`src/rtl/cardinal_nic.sv`:
```
// Network interface between one processing element and a mesh router PE port.
// Single-entry output and input channel buffers, VC-polarity-aware injection.
module cardinal_nic #(
    parameter int unsigned DATA_W = 64
) (
    input  logic              clk,
    input  logic              reset,
    input  logic [1:0]        addr,
    input  logic [DATA_W-1:0] d_in,
    output logic [DATA_W-1:0] d_out,
    input  logic              nicEn,
    input  logic              nicWrEn,
    output logic              net_so,
    output logic              net_ro,
    output logic [DATA_W-1:0] net_do,
    input  logic              net_ri,
    input  logic              net_si,
    input  logic [DATA_W-1:0] net_di,
    input  logic              net_polarity
);

    logic [DATA_W-1:0] ocb;
    logic              ocb_full;
    logic [DATA_W-1:0] icb;
    logic              icb_full;

    logic pe_wr;
    logic pe_rd;
    logic send;
    logic load;

    assign pe_wr = nicEn & nicWrEn;
    assign pe_rd = nicEn & ~nicWrEn;

    // The packet VC bit must be opposite to the router's current polarity.
    assign send = ocb_full & net_ri & (ocb[DATA_W-1] == ~net_polarity) & ~reset;
    assign load = net_si & net_ro;

    assign net_so = send;
    assign net_do = ocb;
    assign net_ro = ~icb_full & ~reset;

    always_ff @(posedge clk or posedge reset) begin
        if (reset) begin
            ocb      <= '0;
            ocb_full <= 1'b0;
            icb      <= '0;
            icb_full <= 1'b0;
        end else begin
            // A write can only land in an empty OCB, so it never races a send.
            if (pe_wr && addr == 2'b10 && !ocb_full) begin
                ocb      <= d_in;
                ocb_full <= 1'b1;
            end else if (send) begin
                ocb_full <= 1'b0;
            end

            // A router load beats a same-edge PE consume of an empty ICB.
            if (load) begin
                icb      <= net_di;
                icb_full <= 1'b1;
            end else if (pe_rd && addr == 2'b00) begin
                icb_full <= 1'b0;
            end
        end
    end

    always_comb begin
        d_out = '0;
        if (pe_rd) begin
            case (addr)
                2'b00:   d_out = icb;
                2'b01:   d_out = {{(DATA_W-1){1'b0}}, icb_full};
                2'b11:   d_out = {{(DATA_W-1){1'b0}}, ocb_full};
                default: d_out = '0;
            endcase
        end
    end

endmodule

```
`config.mk`:
```
export PLATFORM = sky130hd
export DESIGN_NAME = cardinal_nic
export DESIGN_NICKNAME = d
export VERILOG_FILES = /design/src/rtl/cardinal_nic.sv
export SDC_FILE = /design/constraint.sdc
export NUM_CORES = 1
export LEC_CHECK = 0
export BUFFER_PORTS_ARGS = -buffer_cell sky130_fd_sc_hd__buf_2
export CAP_MARGIN = 25
export CELL_PAD_IN_SITES_DETAIL_PLACEMENT = 0
export CELL_PAD_IN_SITES_GLOBAL_PLACEMENT = 2
export CORE_UTILIZATION = 32
export DETAILED_ROUTE_END_ITERATION = 12
export MAX_ROUTING_LAYER = met4
export PLACE_DENSITY_LB_ADDON = 0.1
export SYNTH_ARGS = -nofsm -noshare
export SYNTH_HDL_FRONTEND = slang
export SYNTH_SLANG_ARGS = --single-unit
```
`constraint.sdc`:
```
create_clock -name clk -period 6.15 [get_ports clk]
set_clock_uncertainty 0.1 [all_clocks]
set_input_delay 0.9225 -clock clk [delete_from_list [all_inputs] [get_ports clk]]
set_output_delay 0.9225 -clock clk [all_outputs]
set_load 0.03 [all_outputs]
```
==> Implementation_results.wiki, run 1 <==
{| class="wikitable"
! Metric !! Value
|-
| Outcome || finished, final reports clean
|-
| Timing-limited maximum frequency || 0.308 GHz
|-
| Hold buffer count at CTS || 0
|-
| Core region area || 17,200 µm²
|-
| Setup tns final || 0 ns
|-
| Die ar. || 18,100 µm²
|-
| Share of flip-flops with an asynchronous set or reset || 100%
|-
| Total length of routed wires || 13,500 µm
|-
| Pin count of the biggest net entering global routing || 66
|-
| Ratio of total power to cell area || 507 nW/µm²
|-
| Unrepaired setup endpoints after global routing || no
|-
| Most numerous cell in the Yosys netlist || sky130_fd_sc_hd__dfrtp_1
|-
| Startpoint of the worst register-to-register path || ocb_full
|-
| Via total after detailed routing || 3,758
|-
| Initial antenna violation count || 1
|-
| Nets || 767
|-
| Number of H-tree levels || 4
|-
| Post-Synthesis Cells || 359
|-
| Clock-pin slew on the worst setup and hold paths || 0.05 ns
|-
| Power consumption || 3.90 mW
|-
| Most frequently used flop master after synthesis || sky130_fd_sc_hd__dfrtp_1
|-
| First-pass DRT Iterations || 4
|-
| Ys Warns || 0
|-
| R2R setup slack || 3.84 ns
|-
| Count of flip-flops with a built-in enable after synthesis || 0
|-
| Number of max-cap violations || 0
|-
| Synth top cells by count || 130 x sky130_fd_sc_hd__dfrtp_1, 79 x sky130_fd_sc_hd__mux2_2, 64 x sky130_fd_sc_hd__and2_1, 49 x sky130_fd_sc_hd__mux2_4, 7 x sky130_fd_sc_hd__buf_6
|-
| CP Launch Type || input port
|-
| Ratio of cells with drive above 1 in the final layout || 67.1%
|-
| Leading area contributor after synthesis || sky130_fd_sc_hd__dfrtp_1
|-
| Worst setup slack before clock tree synthesis || 2.87 ns
|-
| Hold Violations, Final || 0
|-
| Residual overflow from global routing || 0
|-
| Clock Latency Late Sink || 0.41 ns
|-
| Syn nets || 496
|-
| Largest voltage drop on the vdd net || 0.261 mV
|-
| Buffers inserted during post-CTS setup optimization || 0
|-
| LEAKAGE || 3.94 nW
|-
| CTS tree || built
|-
| Global-route wire length before repair || 20,900 µm
|-
| Critical hold path startpoint || icb[55]
|-
| Post-detailed-placement half-perimeter wirelength || 9740 µm
|-
| Final Critical Period || 3.25 ns
|-
| Portion of synthesized cell area occupied by the leading cell type || 57.9%
|-
| Number of top-level pins || 267
|-
| Post-route antenna net violation count || 0
|-
| Via count of the first global-routing pass || 3,935
|-
| Tightest Pin Transition || 0.855 ns
|-
| Number of instances resized during post-cts repair || 0
|-
| Worst hold slack || 0.394 ns
|-
| Synthesized area divided by synthesized cell count || 15.7 µm²
|-
| Cell Area, Synth || 5620 µm²
|-
| Class of the tightest hold or removal check || register to register
|-
| Worst Setup Path Type || input port to output pin
|-
| Part of the Yosys area used for sequential elements || 57.9%
|-
| Worst setup EP type || output pin
|-
| Top cells by area in the synthesized netlist || sky130_fd_sc_hd__dfrtp_1 58%, sky130_fd_sc_hd__mux2_2 16%, sky130_fd_sc_hd__mux2_4 13%
|-
| CTS Buf Count || 17
|-
| Total number of placement rows || 48
|-
| Worst setup path start || addr[0]
|-
| Number of clock sinks || 130
|-
| Crit share post-route || 52.8%
|-
| Relative slew slack || 43.0%
|-
| Number of input and output port buffers inserted || 266
|-
| Critical-path maximum fanout || 64
|-
| Root Driver || sky130_fd_sc_hd__clkbuf_16
|-
| Routed wirelength normalized by instance count || 15.6 µm
|-
| Relative area change from synthesis to final layout || 36.9%
|-
| Arr. time, crit path || 2.23 ns
|-
| Drt first-iter violations || 120
|-
| Post-synth cell types || 21
|-
| Setup WS post-layout || 2.90 ns
|-
| Final Max Tran Viols || 0
|-
| Vias per cell || 4.33
|-
| Worst path required time || 5.13 ns
|-
| Die span in x || 135 µm
|-
| Final Instance Area || 7690 µm²
|-
| Post-route DRC violation count || 0
|-
| Total cell area at the placement stage || 7080 µm²
|-
| Max Root-Sink Buffers || 2
|-
| Post-synthesis sequential element count || 130
|-
| Setup violators final || 0
|-
| Total routing usage reported by global routing || 15.8%
|-
| Last weighted congestion value of the routability-driven placer || 0.784
|-
| Die Y || 135 µm
|-
| Effective utilization at floorplan || 32.6%
|}
-- registers in the layout, indices dropped and copies added, names as in the netlist --
register / flops
ocb_full: 1
icb: 64
net_do: 64
icb_full: 1
-- critical path, stage by stage --
cell and delay (ns):
sky130_fd_sc_hd__buf_2 0.12, sky130_fd_sc_hd__nand2b_4 0.16, sky130_fd_sc_hd__nor3_4 0.10, sky130_fd_sc_hd__buf_4 0.47, sky130_fd_sc_hd__and2_1 0.23, sky130_fd_sc_hd__buf_2 0.20
-- per-layer routing --
layer / share of wire, % / vias up / GRT usage [%]
li1: - / 1761 / -
met4: 2.4 / 0 / 8.11
met1: 41 / 1815 / 18.2
met5: 0 / - / -
met3: 8.0 / 23 / 5.14
met2: 49 / 159 / 24.6
-- report_power, final --
group	total, mW	internal [mW]	switching, mW
Clock	1.03	0.689	0.343
Sequential	1.50	1.28	0.218
Combinational	1.36	0.619	0.745
Total	3.90	2.59	1.31
-- cells by family after synthesis --
kind of cell              after synthesis  share of synthesized area, %
muxes                                 129                          29.1
buffers and inverters                  23                          4.01
DFF                                   130                          57.9
xor gates and xnor gates                1                         0.156
AOI/OAI and AO/OA                       3                         0.356
and+or+nand+nor                        73                          8.48
-- area by class of cell --
| class | instances | area (µm²) |
|---|---|---|
| clock buffer | 27 | 513 |
| fill | 1621 | 9550 |
| timing repair buffer | 272 | 1390 |
| sequential | 130 | 3250 |
| multi-input combinational | 206 | 2140 |
| clock inverter | 4 | 95.1 |
| inverter | 3 | 13.8 |
| tap | 225 | 282 |
| antenna | 1 | 2.50 |
-- placed cells by master, fill, tap and decap left out, drive strengths merged, types with 2 or more instances in the layout --
master and count:
bufinv 3, o21bai 2, nand2 2, dfrtp 130
inv 3, and2 64, nor3 3, mux2 128
buf 272, clkbuf 27
-- worst paths after layout --
path / endpoint / cells past startpoint
hold / removal: icb[55] / 1
setup reg to reg: net_do[62] / 4
hold reg to reg: icb[55] / 1
max in group asynchronous: icb[21] / 4
setup / recovery: d_out[6] / 6
min in group asynchronous: net_do[63] / 2
-- through the flow --
| step | instances | utilization, % |
|---|---|---|
| floorplan | 359 | - |
| global placement | 835 | 41.0 |
| detailed placement | 836 | 41.1 |
| CTS | 867 | 44.6 |
| global route | 868 | 44.6 |
| finish | 868 | 44.6 |
Note: power is estimated with default switching activity, not from simulation.
==> run 2: changes to the inputs <==
- ABC_AREA: not set -> 1
- CORE_UTILIZATION: 32 -> 22
- clock period: 6.15 -> 2.6 ns (I/O delays scaled with it)
==> Implementation_results.wiki, run 2 <==
{| class="wikitable"
! Metric !! Value
|-
| Worst Setup Path Type || input port to output pin (unchanged)
|-
| Via total after detailed routing || 5,218 (was 3,758)
|-
| Portion of synthesized cell area occupied by the leading cell type || 57.3% (was 57.9%)
|-
| Pin count of the biggest net entering global routing || 131 (was 66)
|-
| Number of input and output port buffers inserted || 266 (unchanged)
|-
| Post-synthesis sequential element count || 130 (unchanged)
|-
| Top cells by area in the synthesized netlist || sky130_fd_sc_hd__dfrtp_1 57%, sky130_fd_sc_hd__nand2_1 22%, sky130_fd_sc_hd__nand3_1 5.8% (was sky130_fd_sc_hd__dfrtp_1 58%, sky130_fd_sc_hd__mux2_2 16%, sky130_fd_sc_hd__mux2_4 13%)
|-
| Crit share post-route || 79.1%
|-
| Global-route wire length before repair || 28,600 µm (was 20,900 µm)
|-
| CTS Buf Count || 17 (unchanged)
|-
| Critical-path maximum fanout || 48 (was 64)
|-
| Syn nets || 853 (was 496)
|-
| Most frequently used flop master after synthesis || sky130_fd_sc_hd__dfrtp_1 (unchanged)
|-
| Initial antenna violation count || 5 (was 1)
|-
| Post-synth cell types || 16 (was 21)
|-
| Ys Warns || 0 (unchanged)
|-
| Top library cells by usage in the layout, fill and taps aside || 333 x sky130_fd_sc_hd__nand2_1, 266 x sky130_fd_sc_hd__buf_2, 130 x sky130_fd_sc_hd__dfrtp_1 (was 266 x sky130_fd_sc_hd__buf_2, 130 x sky130_fd_sc_hd__dfrtp_1, 79 x sky130_fd_sc_hd__mux2_2)
|-
| Synthesized area divided by synthesized cell count || 7.93 µm² (was 15.7 µm²)
|-
| Leading area contributor after synthesis || sky130_fd_sc_hd__dfrtp_1 (unchanged)
|-
| Worst setup EP type || output pin (unchanged)
|-
| Outcome || finished, final reports clean (unchanged)
|-
| Setup violators final || 0 (unchanged)
|-
| Part of the Yosys area used for sequential elements || 57.3% (was 57.9%)
|-
| Root Driver || sky130_fd_sc_hd__clkbuf_16 (unchanged)
|-
| Die ar. || 26,500 µm² (was 18,100 µm²)
|-
| Drt first-iter violations || 300 (was 120)
|-
| Power consumption || 9.27 mW (was 3.90 mW)
|-
| List of cells traversed by the critical path || buf_2, inv_1, nand2_2, nor2_2, inv_2, buf_12, nor2_1, buf_2 (was buf_2, nand2b_4, nor3_4, buf_4, and2_1, buf_2)
|-
| LEAKAGE || 4.71 nW (was 3.94 nW)
|-
| Buffers inserted during post-CTS setup optimization || 0 (unchanged)
|-
| Max Root-Sink Buffers || 2 (unchanged)
|-
| Final Critical Period || 2.06 ns
|-
| Relative slew slack || 46.7% (was 43.0%)
|-
| Relative area change from synthesis to final layout || 39.7% (was 36.9%)
|-
| First-pass DRT Iterations || 4 (unchanged)
|-
| Hold buffer count at CTS || 0 (unchanged)
|-
| Vias per cell || 3.96 (was 4.33)
|-
| Effective utilization at floorplan || 22.5% (was 32.6%)
|-
| Via count of the first global-routing pass || 5,231 (was 3,935)
|-
| Setup WS post-layout || 0.545 ns (was 2.90 ns)
|-
| Total routing usage reported by global routing || 14.6% (was 15.8%)
|-
| Stage delay of the slowest cell on the critical path || 0.22 ns (was 0.47 ns)
|-
| Cell Area, Synth || 5680 µm² (was 5620 µm²)
|-
| Setup tns final || 0 ns (unchanged)
|-
| Hold Violations, Final || 0 (unchanged)
|-
| Worst setup slack before clock tree synthesis || 0.489 ns (was 2.87 ns)
|-
| Post-route antenna net violation count || 0 (unchanged)
|-
| Count of flip-flops with a built-in enable after synthesis || 0 (unchanged)
|-
| Most frequent cell on the critical path || sky130_fd_sc_hd__buf_2 (unchanged)
|-
| Critical-path top delay cell || sky130_fd_sc_hd__buf_12 (was sky130_fd_sc_hd__buf_4)
|-
| Post-route DRC violation count || 0 (unchanged)
|-
| Total number of placement rows || 58 (was 48)
|-
| Timing-limited maximum frequency || 0.487 GHz
|-
| Clock Latency Late Sink || 0.41 ns (about the same)
|-
| Total cell area at the placement stage || 7300 µm² (was 7080 µm²)
|-
| Final Max Tran Viols || 0 (unchanged)
|-
| Nets || 1,108 (was 767)
|-
| Last weighted congestion value of the routability-driven placer || 0.679 (was 0.784)
|-
| Worst path required time || 2.11 ns (was 5.13 ns)
|-
| Post-detailed-placement half-perimeter wirelength || 12,400 µm (was 9740 µm)
|-
| Number of top-level pins || 267 (unchanged)
|-
| Most common cell after layout, fill and taps aside || sky130_fd_sc_hd__nand2_1 (was sky130_fd_sc_hd__buf_2)
|-
| Share of flip-flops with an asynchronous set or reset || 100% (unchanged)
|-
| Total length of routed wires || 18,600 µm (was 13,500 µm)
|-
| Number of max-cap violations || 0 (unchanged)
|-
| Residual overflow from global routing || 0 (unchanged)
|-
| Number of H-tree levels || 4 (unchanged)
|-
| CTS tree || built (unchanged)
|-
| Routed wirelength normalized by instance count || 14.1 µm (was 15.6 µm)
|-
| Number of clock sinks || 130 (unchanged)
|-
| Class of the tightest hold or removal check || input port to register (was register to register)
|-
| Unrepaired setup endpoints after global routing || no (unchanged)
|-
| Number of instances resized during post-cts repair || 0 (unchanged)
|-
| Die Y || 163 µm (was 135 µm)
|-
| Ratio of total power to cell area || 1170 nW/µm² (was 507 nW/µm²)
|-
| Clock-pin slew on the worst setup and hold paths || 0.06 ns (was 0.05 ns)
|-
| Largest voltage drop on the vdd net || 0.477 mV (was 0.261 mV)
|-
| Final core utilization || 31.4% (was 44.6%)
|-
| Most numerous cell in the Yosys netlist || sky130_fd_sc_hd__nand2_1 (was sky130_fd_sc_hd__dfrtp_1)
|-
| Die span in x || 163 µm (was 135 µm)
|-
| Core region area || 25,300 µm² (was 17,200 µm²)
|-
| CP Launch Type || input port (unchanged)
|-
| Arr. time, crit path || 1.57 ns (was 2.23 ns)
|-
| Synth top cells by count || 334 x sky130_fd_sc_hd__nand2_1, 130 x sky130_fd_sc_hd__dfrtp_1, 71 x sky130_fd_sc_hd__inv_1, 66 x sky130_fd_sc_hd__nand3_1, 66 x sky130_fd_sc_hd__nor2_1 (was 130 x sky130_fd_sc_hd__dfrtp_1, 79 x sky130_fd_sc_hd__mux2_2, 64 x sky130_fd_sc_hd__and2_1, 49 x sky130_fd_sc_hd__mux2_4, 7 x sky130_fd_sc_hd__buf_6)
|-
| Ratio of cells with drive above 1 in the final layout || 32.2% (was 67.1%)
|-
| Post-Synthesis Cells || 716 (was 359)
|-
| Tightest Pin Transition || 0.799 ns (was 0.855 ns)
|-
| Final Instance Area || 7930 µm² (was 7690 µm²)
|}
==> run 2: cell types whose count changed after synthesis, moves of 5 or more <==
| cell | change |
|---|---|
| sky130_fd_sc_hd__mux2_2 | -79 |
| sky130_fd_sc_hd__nor2_1 | +65 |
| sky130_fd_sc_hd__and2_1 | -64 |
| sky130_fd_sc_hd__mux2_4 | -49 |
| sky130_fd_sc_hd__buf_2 | +19 |
| sky130_fd_sc_hd__inv_1 | +68 |
| sky130_fd_sc_hd__buf_12 | -5 |
| sky130_fd_sc_hd__nand3_1 | +65 |
| sky130_fd_sc_hd__nand2_1 | +332 |
==> run 2: report_power, final <==
part,internal [mW],switching (mW),leakage [nW],total [mW]
registers,3.01,0.505,1.62,3.52
logic,0.941,2.28,2.80,3.23
clock network,1.56,0.959,0.290,2.52
==> run 2: layer usage <==
| metal | vias up | GRT usage [%] | routed length [µm] |
|---|---|---|---|
| li1 | 2655 | - | - |
| met1 | 2368 | 18.2 | 8290 |
| met2 | 183 | 22.3 | 8450 |
| met4 | 0 | 4.46 | 193 |
| met3 | 12 | 4.99 | 1620 |
| met5 | - | - | 0 |
==> run 2: path summary, 6_finish.rpt <==
path / cells past startpoint / end / slack [ns] / start
min in group asynchronous: 3 / icb[36] / 0.09 / reset
hold / removal: 3 / net_do[41] / 0.07 / d_in[41]
setup / recovery: 8 / d_out[7] / 0.54 / addr[0]
hold reg to reg: 2 / net_do[52] / 0.36 / net_do[52]
setup reg to reg: 5 / net_do[21] / 0.94 / ocb_full
max in group asynchronous: 3 / net_do[38] / 1.67 / reset
==> run 2: metrics by stage <==
stage / std cells / hold WS [ns]
2_1_floorplan: 716 / 0.342
3_3_place_gp: 1281 / 0.349
3_5_place_dp: 1282 / 0.353
4_1_cts: 1313 / 0.0441
5_1_grt: 1318 / 0.0624
6_report: 1319 / 0.0684
==> run 2: layout make-up <==
type / count / area, µm²
sequential: 130 / 3250
antenna: 6 / 15.0
multi-input combinational: 472 / 1900
clock inverter: 11 / 153
inverter: 74 / 282
fill: 2804 / 17300
tap: 330 / 413
clock buffer: 20 / 457
timing repair buffer: 276 / 1460
==> run 2: kinds of logic after synthesis <==
kind of cell,share of synthesized area [%]
AND/OR/NAND/NOR,33.0
flip-flops,57.3
buffers and inverters,9.50
AO/OA/AOI/OAI,0.176
==> run 2: worst max-delay path: cells and delay by family <==
family / cells / cell delay (ns)
AND/OR/NAND/NOR: 3 / 0.36
buffers and inverters: 5 / 0.78
